--- config.mk ---
export PLATFORM = sky130hd
export DESIGN_NAME = pkg_64b_split_flat
export DESIGN_NICKNAME = d
export VERILOG_FILES = /design/src/rtl/pkg_64b_split_pkg.sv /design/src/rtl/taxi_axis_if.sv /design/src/rtl/pkg_64b_skid.sv /design/src/rtl/pkg_64b_split.sv /design/src/flat_wrapper.sv
export SDC_FILE = /design/constraint.sdc
export NUM_CORES = 1
export LEC_CHECK = 0
export ABC_AREA = 0
export CAP_MARGIN = 30
export CORE_UTILIZATION = 51
export DETAILED_ROUTE_END_ITERATION = 12
export PLACE_DENSITY = 0.88
export SLEW_MARGIN = 40
export SYNTH_ARGS = -nofsm -noshare
export SYNTH_HDL_FRONTEND = slang
export SYNTH_SLANG_ARGS = --single-unit
--- constraint.sdc ---
create_clock -name clk -period 12.2 [get_ports clk]
set_input_delay 1.22 -clock clk [delete_from_list [all_inputs] [get_ports clk]]
set_output_delay 1.22 -clock clk [all_outputs]
set_load 0.01 [all_outputs]
--- src/rtl/pkg_64b_split_pkg.sv ---
// Shared types and bus widths for the 64-bit packet splitter.
package pkg_64b_split_pkg;
  typedef enum logic [1:0] {ST_IDLE, ST_P1, ST_P2, ST_DROP} route_t;
  localparam int BUS_W  = 64;
  localparam int KEEP_W = 8;
endpackage

--- src/rtl/taxi_axis_if.sv ---
// AXI-Stream bundle with optional sideband fields gated by *_EN flags.
interface taxi_axis_if #(
  parameter int DATA_W  = 64,
  parameter bit KEEP_EN = 1,
  parameter int KEEP_W  = 8,
  parameter bit LAST_EN = 1,
  parameter bit ID_EN   = 0,
  parameter int ID_W    = 8,
  parameter bit DEST_EN = 0,
  parameter int DEST_W  = 8,
  parameter bit USER_EN = 0,
  parameter int USER_W  = 1
);
  logic [DATA_W-1:0] tdata;
  logic [KEEP_W-1:0] tkeep;
  logic              tvalid;
  logic              tready;
  logic              tlast;
  logic [ID_W-1:0]   tid;
  logic [DEST_W-1:0] tdest;
  logic [USER_W-1:0] tuser;

  modport src (output tdata, tkeep, tvalid, tlast, tid, tdest, tuser, input tready);
  modport snk (input tdata, tkeep, tvalid, tlast, tid, tdest, tuser, output tready);
endinterface

--- src/rtl/pkg_64b_skid.sv ---
// Two-entry skid buffer; in_ready comes straight from the occupancy register.
module pkg_64b_skid #(
  parameter int W = 8
) (
  input  logic         clk,
  input  logic         rst,
  input  logic         push,
  input  logic [W-1:0] push_data,
  output logic         in_ready,
  output logic         out_valid,
  input  logic         out_ready,
  output logic [W-1:0] out_data
);
  logic [W-1:0] mem0, mem1;
  logic [1:0]   count;
  logic         pop, push_ok;

  assign in_ready  = ~count[1];
  assign out_valid = |count;
  assign out_data  = mem0;
  assign pop       = out_valid & out_ready;
  // a push into a full buffer is only legal alongside a pop
  assign push_ok   = push & (~count[1] | pop);

  always_ff @(posedge clk) begin
    if (rst) count <= 2'd0;
    else if (push_ok && !pop) count <= count + 2'd1;
    else if (!push_ok && pop) count <= count - 2'd1;
  end

  always_ff @(posedge clk) begin
    if (pop) mem0 <= (count == 2'd2) ? mem1 : push_data;
    else if (push_ok && count == 2'd0) mem0 <= push_data;
    if (push_ok && (pop ? (count == 2'd2) : (count == 2'd1))) mem1 <= push_data;
  end
endmodule

--- src/rtl/pkg_64b_split.sv ---
// Routes whole packets from one AXIS input to one of two outputs (or drops
// them), deciding on the first beat's tdest and holding until tlast.
module pkg_64b_split
  import pkg_64b_split_pkg::*;
#(
  parameter bit DROP_EN = 1,
  parameter int CNT_W   = 32,
  parameter int DEST_P1 = 0,
  parameter int DEST_P2 = 1
) (
  input  logic             clk,
  input  logic             rst,
  taxi_axis_if.snk         s_axis,
  taxi_axis_if.src         m_axis1,
  taxi_axis_if.src         m_axis2,
  output logic [CNT_W-1:0] pkt_cnt1,
  output logic [CNT_W-1:0] pkt_cnt2,
  output logic [CNT_W-1:0] drop_cnt,
  output logic             busy
);
  localparam int ID_W   = s_axis.ID_W;
  localparam int DEST_W = s_axis.DEST_W;
  localparam int USER_W = s_axis.USER_W;
  localparam int PW     = BUS_W + KEEP_W + 1 + ID_W + DEST_W + USER_W;

  if (s_axis.DATA_W != BUS_W || m_axis1.DATA_W != BUS_W || m_axis2.DATA_W != BUS_W ||
      s_axis.KEEP_W != KEEP_W || m_axis1.KEEP_W != KEEP_W || m_axis2.KEEP_W != KEEP_W ||
      m_axis1.ID_W != ID_W || m_axis2.ID_W != ID_W || m_axis1.DEST_W != DEST_W ||
      m_axis2.DEST_W != DEST_W || m_axis1.USER_W != USER_W || m_axis2.USER_W != USER_W)
  begin : g_param_chk
    $fatal(1, "pkg_64b_split: interface parameter mismatch");
  end

  logic [KEEP_W-1:0] keep;
  logic              last;
  logic [ID_W-1:0]   id;
  logic [DEST_W-1:0] dest;
  logic [USER_W-1:0] user;
  logic [PW-1:0]     in_pay, out_pay1, out_pay2;

  assign keep   = s_axis.KEEP_EN ? s_axis.tkeep : '1;
  assign last   = s_axis.LAST_EN ? s_axis.tlast : 1'b1;
  assign id     = s_axis.ID_EN   ? s_axis.tid   : '0;
  assign dest   = s_axis.DEST_EN ? s_axis.tdest : '0;
  assign user   = s_axis.USER_EN ? s_axis.tuser : '0;
  assign in_pay = {s_axis.tdata, keep, last, id, dest, user};

  route_t state, state_nx, dec, cur;
  logic   ready, hs, nf1, nf2, push1, push2;

  always_comb begin
    if (dest == DEST_W'(DEST_P1))      dec = ST_P1;
    else if (dest == DEST_W'(DEST_P2)) dec = ST_P2;
    else                               dec = DROP_EN ? ST_DROP : ST_P1;
  end

  // IDLE waits for room in both buffers so the route decided this cycle can't overflow
  always_comb begin
    state_nx = state;
    ready    = 1'b0;
    cur      = (state == ST_IDLE) ? dec : state;
    unique case (state)
      ST_IDLE: ready = nf1 & nf2;
      ST_P1:   ready = nf1;
      ST_P2:   ready = nf2;
      default: ready = 1'b1;
    endcase
    ready = ready & ~rst;
    if (s_axis.tvalid && ready) state_nx = last ? ST_IDLE : cur;
  end

  assign s_axis.tready = ready;
  assign hs    = s_axis.tvalid & ready;
  assign push1 = hs & (cur == ST_P1);
  assign push2 = hs & (cur == ST_P2);
  assign busy  = (state != ST_IDLE);

  always_ff @(posedge clk) begin
    if (rst) begin
      state    <= ST_IDLE;
      pkt_cnt1 <= '0;
      pkt_cnt2 <= '0;
      drop_cnt <= '0;
    end else begin
      state <= state_nx;
      if (hs && last) begin
        unique case (cur)
          ST_P1:   pkt_cnt1 <= pkt_cnt1 + CNT_W'(1);
          ST_P2:   pkt_cnt2 <= pkt_cnt2 + CNT_W'(1);
          ST_DROP: drop_cnt <= drop_cnt + CNT_W'(1);
          default: ;
        endcase
      end
    end
  end

  pkg_64b_skid #(.W(PW)) u_skid1 (
    .clk(clk), .rst(rst), .push(push1), .push_data(in_pay), .in_ready(nf1),
    .out_valid(m_axis1.tvalid), .out_ready(m_axis1.tready), .out_data(out_pay1)
  );

  pkg_64b_skid #(.W(PW)) u_skid2 (
    .clk(clk), .rst(rst), .push(push2), .push_data(in_pay), .in_ready(nf2),
    .out_valid(m_axis2.tvalid), .out_ready(m_axis2.tready), .out_data(out_pay2)
  );

  assign {m_axis1.tdata, m_axis1.tkeep, m_axis1.tlast, m_axis1.tid, m_axis1.tdest, m_axis1.tuser} = out_pay1;
  assign {m_axis2.tdata, m_axis2.tkeep, m_axis2.tlast, m_axis2.tid, m_axis2.tdest, m_axis2.tuser} = out_pay2;
endmodule

--- src/flat_wrapper.sv ---
// flat-port wrapper written by rule: the top's interface ports become plain ports
module pkg_64b_split_flat import pkg_64b_split_pkg::*;
#(
  parameter bit DROP_EN = 1,
  parameter int CNT_W   = 32,
  parameter int DEST_P1 = 0,
  parameter int DEST_P2 = 1
)
  (clk, rst, pkt_cnt1, pkt_cnt2, drop_cnt, busy, s_axis_tdata, s_axis_tkeep, s_axis_tvalid, s_axis_tlast, s_axis_tid, s_axis_tdest, s_axis_tuser, s_axis_tready, m_axis1_tdata, m_axis1_tkeep, m_axis1_tvalid, m_axis1_tlast, m_axis1_tid, m_axis1_tdest, m_axis1_tuser, m_axis1_tready, m_axis2_tdata, m_axis2_tkeep, m_axis2_tvalid, m_axis2_tlast, m_axis2_tid, m_axis2_tdest, m_axis2_tuser, m_axis2_tready);
  taxi_axis_if #(.DATA_W(64), .KEEP_W(8), .ID_EN(1), .ID_W(4), .DEST_EN(1), .DEST_W(8), .USER_EN(1), .USER_W(2)) s_axis_i ();
  taxi_axis_if #(.DATA_W(64), .KEEP_W(8), .ID_EN(1), .ID_W(4), .DEST_EN(1), .DEST_W(8), .USER_EN(1), .USER_W(2)) m_axis1_i ();
  taxi_axis_if #(.DATA_W(64), .KEEP_W(8), .ID_EN(1), .ID_W(4), .DEST_EN(1), .DEST_W(8), .USER_EN(1), .USER_W(2)) m_axis2_i ();
  input  logic clk;
  input  logic rst;
  output logic [CNT_W-1:0] pkt_cnt1;
  output logic [CNT_W-1:0] pkt_cnt2;
  output logic [CNT_W-1:0] drop_cnt;
  output logic busy;
  input wire logic [$bits(s_axis_i.tdata)-1:0] s_axis_tdata;
  input wire logic [$bits(s_axis_i.tkeep)-1:0] s_axis_tkeep;
  input wire logic [$bits(s_axis_i.tvalid)-1:0] s_axis_tvalid;
  input wire logic [$bits(s_axis_i.tlast)-1:0] s_axis_tlast;
  input wire logic [$bits(s_axis_i.tid)-1:0] s_axis_tid;
  input wire logic [$bits(s_axis_i.tdest)-1:0] s_axis_tdest;
  input wire logic [$bits(s_axis_i.tuser)-1:0] s_axis_tuser;
  output wire logic [$bits(s_axis_i.tready)-1:0] s_axis_tready;
  output wire logic [$bits(m_axis1_i.tdata)-1:0] m_axis1_tdata;
  output wire logic [$bits(m_axis1_i.tkeep)-1:0] m_axis1_tkeep;
  output wire logic [$bits(m_axis1_i.tvalid)-1:0] m_axis1_tvalid;
  output wire logic [$bits(m_axis1_i.tlast)-1:0] m_axis1_tlast;
  output wire logic [$bits(m_axis1_i.tid)-1:0] m_axis1_tid;
  output wire logic [$bits(m_axis1_i.tdest)-1:0] m_axis1_tdest;
  output wire logic [$bits(m_axis1_i.tuser)-1:0] m_axis1_tuser;
  input wire logic [$bits(m_axis1_i.tready)-1:0] m_axis1_tready;
  output wire logic [$bits(m_axis2_i.tdata)-1:0] m_axis2_tdata;
  output wire logic [$bits(m_axis2_i.tkeep)-1:0] m_axis2_tkeep;
  output wire logic [$bits(m_axis2_i.tvalid)-1:0] m_axis2_tvalid;
  output wire logic [$bits(m_axis2_i.tlast)-1:0] m_axis2_tlast;
  output wire logic [$bits(m_axis2_i.tid)-1:0] m_axis2_tid;
  output wire logic [$bits(m_axis2_i.tdest)-1:0] m_axis2_tdest;
  output wire logic [$bits(m_axis2_i.tuser)-1:0] m_axis2_tuser;
  input wire logic [$bits(m_axis2_i.tready)-1:0] m_axis2_tready;
  assign s_axis_i.tdata = s_axis_tdata;
  assign s_axis_i.tkeep = s_axis_tkeep;
  assign s_axis_i.tvalid = s_axis_tvalid;
  assign s_axis_i.tlast = s_axis_tlast;
  assign s_axis_i.tid = s_axis_tid;
  assign s_axis_i.tdest = s_axis_tdest;
  assign s_axis_i.tuser = s_axis_tuser;
  assign s_axis_tready = s_axis_i.tready;
  assign m_axis1_tdata = m_axis1_i.tdata;
  assign m_axis1_tkeep = m_axis1_i.tkeep;
  assign m_axis1_tvalid = m_axis1_i.tvalid;
  assign m_axis1_tlast = m_axis1_i.tlast;
  assign m_axis1_tid = m_axis1_i.tid;
  assign m_axis1_tdest = m_axis1_i.tdest;
  assign m_axis1_tuser = m_axis1_i.tuser;
  assign m_axis1_i.tready = m_axis1_tready;
  assign m_axis2_tdata = m_axis2_i.tdata;
  assign m_axis2_tkeep = m_axis2_i.tkeep;
  assign m_axis2_tvalid = m_axis2_i.tvalid;
  assign m_axis2_tlast = m_axis2_i.tlast;
  assign m_axis2_tid = m_axis2_i.tid;
  assign m_axis2_tdest = m_axis2_i.tdest;
  assign m_axis2_tuser = m_axis2_i.tuser;
  assign m_axis2_i.tready = m_axis2_tready;
  pkg_64b_split #(.DROP_EN(DROP_EN), .CNT_W(CNT_W), .DEST_P1(DEST_P1), .DEST_P2(DEST_P2)) u_core (.clk(clk), .rst(rst), .s_axis(s_axis_i), .m_axis1(m_axis1_i), .m_axis2(m_axis2_i), .pkt_cnt1(pkt_cnt1), .pkt_cnt2(pkt_cnt2), .drop_cnt(drop_cnt), .busy(busy));
endmodule
Word-level counts from Yosys, hierarchy flattened
Index checks and enable logic that the tools add are counted.

Bits of input ports: 92. Output and inout bits: 274. Register bits after elaboration: 450. Logic and storage cells: 86.

Eq/ne operators: 10. Reductions and logical operators: 28. Mux-type cells: 17. $add $sub $neg: 7. Bitwise gates (word level): 14.

Operators with widths (count): 87-bit two-way mux (6); 32-bit by 1-bit adder with 32-bit output (second input constant) (3); 2-bit two-way mux (7); 2-bit equality test (second input constant) (5); 1-bit logical AND (10); 2-bit nonzero test (5); 1-bit AND (9); 2-bit by 1-bit equality test with 1-bit output (second input constant) (4); 8-bit by 1-bit equality test with 1-bit output (second input constant) (1); 8-bit zero test (1); 2-bit zero test (3); 2-bit AND reduction (3); 2-bit by 1-bit adder with 2-bit output (second input constant) (2); 1-bit zero test (4); 2-bit OR reduction (2); 2-bit by 1-bit subtractor with 2-bit output (second input constant) (2); 1-bit two-way mux (3); 1-bit NOT (3); 1-bit one-hot mux with 3 select lines (1); 1-bit OR (2).

Longest topological paths before layout
Word-level depth: 11. Mapped depth: 12. Gate-level depth less buffers: 12.

Cells and area by module
A second synthesis with hierarchy kept.

Cell total of the unflattened synthesis: 1157. Area, all modules: 17830.9 um2.

Modules (own cells, without submodules): pkg_64b_skid (sequential area each 5265.0 um2, times used 2, cells an instance 291, area an instance 6521.3 um2); pkg_64b_split (sequential area each 1961.9 um2, times used 1, cells an instance 575, area an instance 4788.3 um2).

Worst setup path after synthesis
No wires, ideal clock.

Kind: in2reg. From: input s_axis_tdest[5]. To: register u_core.u_skid2.mem1[0], enable pin. Stages: 4. Setup slack: 3150 ps. Setup time: 665 ps. Required time: 11535 ps. Path buffers: 0. Data arrival time: 8385 ps. Cells stage by stage: nor4_4 a31o_2 and4_1 a21boi_0.

Cells in the longest elaborated chain, start to end: 8.

RTL lines: start, declared (RTL line flat_wrapper.sv:24) `input wire logic [$bits(s_axis_i.tdest)-1:0] s_axis_tdest;`; 8-bit by 1-bit equality test with 1-bit output (RTL line pkg_64b_split.sv:53) `else if (dest == DEST_W'(DEST_P2)) dec = ST_P2;`; 1-bit two-way mux (RTL line pkg_64b_split.sv:53); 2-bit two-way mux * (RTL line pkg_64b_split.sv:52) `if (dest == DEST_W'(DEST_P1)) dec = ST_P1;`; 2-bit two-way mux * (RTL line pkg_64b_split.sv:61) `cur = (state == ST_IDLE) ? dec : state;`; 2-bit equality test * (RTL line pkg_64b_split.sv:75) `assign push2 = hs & (cur == ST_P2);`; 1-bit AND * (RTL line pkg_64b_split.sv:75); 1-bit AND * (RTL line pkg_64b_skid.sv:23) `assign push_ok = push & (~count[1] | pop);`; 1-bit logical AND * (RTL line pkg_64b_skid.sv:34) `if (push_ok && (pop ? (count == 2'd2) : (count == 2'd1))) mem1 <= push_data;`; end signal, assigned (RTL line pkg_64b_skid.sv:34); end, declared (RTL line pkg_64b_skid.sv:14) `logic [W-1:0] mem0, mem1;`.

Every way passes the cells marked *; elsewhere a longest branch is shown, timed or not. A chain may end at the register's enable or synchronous reset.

Final worst setup path
From: input rst. To: output s_axis_tready.

Cells in the longest elaborated chain, start to end: 2.

RTL lines: start, declared (RTL line flat_wrapper.sv:14) `input logic rst;`; 1-bit NOT (RTL line pkg_64b_split.sv:68) `ready = ready & ~rst;`; 1-bit AND (RTL line pkg_64b_split.sv:68); end, declared (RTL line flat_wrapper.sv:26) `output wire logic [$bits(s_axis_i.tready)-1:0] s_axis_tready;`.

Every way passes these cells.

==> flow_results.org <==
** Global routing
- Global routing consumed, over all layers together, around 25% of the routing resources.
- Global-route wire length before repair :: around 68 mm
- For this run the aggregate overflow at the end of global routing stands at 0.
- The via count of the first global-routing pass is between 10000 and 15000.
- Maximum number of pins on one net before global-route repair :: 100
- The number of antenna violations at the first check in global routing is 2.

** Pwr
- Registers are responsible for 47.3% of the overall power.
- Worst IR drop on VDD :: 0.108 mV
- Portion of total power attributed to combinational logic :: 17.3%
- Sw Pwr :: around 1 mW
- The share of total power dissipated in the clock network is between 30% and 40%.
- For this design the ratio of total power to cell area is around 170 mW/mm^2.
- Switching power share of the total :: about 25%
- Cell internal power was estimated by the tool at 3.07 mW.
- Leakage power total :: roughly 7.7 nW

** Yosys
- Share of the synthesized area in the top cell type :: 59.4%
- The synthesized design contains 450 register bits.
- Post-synthesis cell count :: 1160
- For this run, asynchronously set or reset flops after synthesis account for 0%.
- Netlist Area Pre-Place :: between 0.015 and 0.02 sq mm
- Synthesis instantiated 39 different standard cells from the library.
- Most frequently used flop master after synthesis :: sky130_fd_sc_hd__edfxtp_1
- Number of flops mapped to enable cells by yosys :: 348
- Synth area leader :: sky130_fd_sc_hd__edfxtp_1
- Synth area leaders :: sky130_fd_sc_hd__edfxtp_1 59%, sky130_fd_sc_hd__dfxtp_1 12%, sky130_fd_sc_hd__mux2_2 11%, sky130_fd_sc_hd__a21oi_1 1.9%, sky130_fd_sc_hd__nand4_1 1.4%
- Mapped Nets :: about 1300
- Each instance of the synthesized netlist takes up on average approximately 15 sq um.
- During synthesis, Yosys emitted a total of 0 warnings.
- Of the synthesized area, sequential elements account for between 70% and 80%.

** STA
- Headroom to the max-slew limit :: between 40% and 50%
- The number of pins with negative max-slew slack in the final report came to 0.
- Setup repair after global routing left no endpoint under its margin.
- Hold timing on the final database bottoms out at a slack of between 0.4 and 0.5 ns.
- Fin. Hold Viols :: 0
- Setup violations remaining at the end of the flow were counted as 0.
- Dividing the final minimum period by the clock period gives between 30% and 40%.
- For the pin with the worst max-slew slack, the measured transition is 0.882 ns.
- For the final routed database, the setup TNS stands at 0 ns.
- Highest clock rate :: 236 MHz
- Post-route clock skew :: about 0.037 ns
- Minimum clock period after layout :: approximately 4.2 ns
- The worst path meets setup with just under 8 ns of slack.

** Clocking
- For the worst-skew pair, the clock arrives at the later sink with an insertion delay of between 0.5 and 0.6 ns.
- The tree built by TritonCTS fans out to 450 sinks.
- TritonCTS built the clock tree.
- Clock-pin slew on the worst setup and hold paths :: roughly 0.050 ns
- No sink is reached through more buffers than the 3 on the longest clock path.
- Number of buffers inserted during clock tree synthesis :: 45
- Post-cts gate resize count :: 0
- In this run the post-CTS setup repair buffer count came out at 0.
- For this design, the CTS-stage hold fixing added 0 buffers.
- Depth of the CTS H-tree :: 2
- Root buf cell :: sky130_fd_sc_hd__clkbuf_16

** Worst setup path
- Crit path cell chain :: buf_2 -> buf_6 -> inv_1 -> and3_1 -> clkdlybuf4s50_1
- Worst-path cell with the longest stage delay :: sky130_fd_sc_hd__buf_6
- The critical path in this run is classified as in2out.
- In this design, the stage delay of the slowest critical-path cell is 0.54 ns.
- Critical Path AT :: ~3 ns
- STA classifies the critical path startpoint as a primary input.
- Data on the critical path is required at its endpoint by ~11 ns.
- In this run the worst path has a maximum fanout of 99.
- Element type at the critical path end :: primary output

** Layout
- Syn-to-layout area delta :: 32.8%
- Total of fill cells in the finished design :: around 2200
- Final non-filler cell area :: 0.0234 sq mm
- The library cells used most frequently in the layout, excluding fill and tap cells, are 364 x sky130_fd_sc_hd__clkdlybuf4s50_1, 348 x sky130_fd_sc_hd__edfxtp_1, 178 x sky130_fd_sc_hd__mux2_2, 102 x sky130_fd_sc_hd__dfxtp_1, 67 x sky130_fd_sc_hd__a21oi_1.
- Commonest non-fill, non-tap cell in the layout :: sky130_fd_sc_hd__clkdlybuf4s50_1
- Proportion of layout cells with a drive suffix above 1 :: ~17%
- NumNets Final :: 1639

** Placed design
- After legalization and detailed placement, the total HPWL measured ~29 mm.
- Input and output buffers added on the ports amount to approximately 370.
- At the end of routability-driven placement, the weighted congestion stood at 0.824.
- Placed cell area :: approximately 0.022 sq mm
- Worst setup slack before clock tree synthesis :: roughly 7.5 ns

** Routing
- In the final routed layout, each cell accounts on average for 22.5 um.
- For this run, the detailed router's first-pass iteration total came to 5.
- The detail route stage leaves a number of antenna-violating nets equal to 0.
- Total Wirelength :: 45.5 mm
- Remaining DRCs :: 0
- For this block, the initial DRC count from the detailed router was 947.
- For this block, the via count after detailed routing is ~12000.
- Using the TritonRoute via totals, the vias-per-cell ratio works out to slightly below 6.

** Die
- X dimension of the die :: roughly 190 um
- For this configuration, the core starts out at a cell density of a little over half.
- The core region is roughly 0.034 sq mm.
- The floorplan step defined a die boundary enclosing about 0.035 sq mm.
- In this run the vertical extent of the chip is ~190 um.
- between 300 and 400 I/O pins were placed.
- In this run the core area contains 67 standard-cell rows.

** Status
- The run finished with clean final reports.

** Run
- Across the run, the number of max-cap violations was 0.

** Min path
- Path type of the worst min-delay path :: reg2reg
[worst paths after layout]
| kind | from | to | slack [ns] | cells past startpoint |
|---|---|---|---|---|
| min reg2reg | u_core.pkt_cnt1[31] | u_core.pkt_cnt1[31] | 0.49 | 2 |
| min | u_core.pkt_cnt1[31] | u_core.pkt_cnt1[31] | 0.49 | 2 |
| max reg2reg | u_core.u_skid1.count[1] | u_core.u_skid1.mem1[83] | 8.97 | 9 |
| max | rst | s_axis_tready | 7.96 | 5 |
[stage by stage]
step                instances  utilization [%]  power, mW
floorplan                1160                -       2.25
global placement         1936             64.4       2.64
detailed placement       1937             64.5       2.67
CTS                      2018             69.1       4.10
global route             2020             69.2       4.21
finish                   2021             69.2       4.08
[cell usage after synthesis, types with 2 or more instances]
library cell / instances
sky130_fd_sc_hd__xnor2_1: 10
sky130_fd_sc_hd__o41ai_1: 3
sky130_fd_sc_hd__dfxtp_1: 102
sky130_fd_sc_hd__o311ai_0: 3
sky130_fd_sc_hd__xor2_1: 18
sky130_fd_sc_hd__buf_1: 6
sky130_fd_sc_hd__nand4b_1: 4
sky130_fd_sc_hd__buf_2: 2
sky130_fd_sc_hd__clkbuf_1: 38
sky130_fd_sc_hd__or2_2: 3
sky130_fd_sc_hd__nor4_1: 11
sky130_fd_sc_hd__o21ai_0: 32
sky130_fd_sc_hd__or3_1: 23
sky130_fd_sc_hd__mux2_2: 178
sky130_fd_sc_hd__nor3_1: 8
sky130_fd_sc_hd__o31ai_1: 27
sky130_fd_sc_hd__mux2i_1: 6
sky130_fd_sc_hd__and2_1: 7
sky130_fd_sc_hd__nand3_1: 35
sky130_fd_sc_hd__and4_1: 15
sky130_fd_sc_hd__nor2b_1: 5
sky130_fd_sc_hd__nor2_1: 37
sky130_fd_sc_hd__inv_1: 25
sky130_fd_sc_hd__nand4_1: 40
sky130_fd_sc_hd__and3_1: 12
sky130_fd_sc_hd__nand2_1: 44
sky130_fd_sc_hd__a21oi_1: 68
sky130_fd_sc_hd__edfxtp_1: 348
sky130_fd_sc_hd__nand2b_1: 4
sky130_fd_sc_hd__or4_1: 27
sky130_fd_sc_hd__ha_1: 11
[cell type report]
class / instances / area [sq um] / share of cell area [%]
diodes: 3 / 7.51 / 0.0321
well taps: 448 / 561 / 2.40
flip-flops and latches: 450 / 12500 / 53.5
clock buffers: 58 / 1240 / 5.30
multi-input cells: 639 / 4900 / 21.0
repair buffers: 375 / 3760 / 16.1
clock inverters: 23 / 314 / 1.34
inverters: 25 / 93.8 / 0.402
[cells by family after synthesis]
| group | count (synthesis) | share of synthesized area, % |
|---|---|---|
| adder cells (fa/ha/maj) | 11 | 0.782 |
| buffers and inverters | 71 | 1.53 |
| XOR/XNOR | 28 | 1.39 |
| multiplexers | 184 | 11.7 |
| AO/OA/AOI/OAI | 137 | 4.50 |
| AND/OR/NAND/NOR | 279 | 9.08 |
| flip-flops | 450 | 71.0 |
[power by group through the flow]
stage / clock network (mW) / registers, mW / logic, mW
floorplan: 0 / 2.05 / 0.201
global placement: 0 / 1.96 / 0.680
detailed placement: 0 / 1.96 / 0.702
finish: 1.44 / 1.93 / 0.708
CTS: 1.46 / 1.93 / 0.711
global route: 1.52 / 1.94 / 0.748
[state kept, by name, summed over array words and instances (netlist names)]
| signal | count |
|---|---|
| u_core.drop_cnt | 32 |
| u_core.pkt_cnt1 | 32 |
| u_core.pkt_cnt2 | 32 |
| u_core.state | 2 |
| u_core.u_skid1.count | 2 |
| u_core.u_skid1.mem1 | 87 |
| u_core.u_skid1.out_data | 87 |
| u_core.u_skid2.count | 2 |
| u_core.u_skid2.mem1 | 87 |
| u_core.u_skid2.out_data | 87 |
[worst max-delay path: cells and delay by family]
kind                   cells  cell delay (ns)
buffers and inverters      4             1.52
and+or+nand+nor            1             0.26
[routing by layer]
layer  vias to the layer above  share of wire (%)  routed length, um  track usage (%)
met5                         -                  0                  0                0
met4                         0                1.9                886             6.72
met3                        60                9.1               4140             6.94
met2                       575                 50              23000             43.3
met1                      5786                 39              17500             30.8
li1                       5265                  -                  -                -
Power figures use the tool's default switching activity.
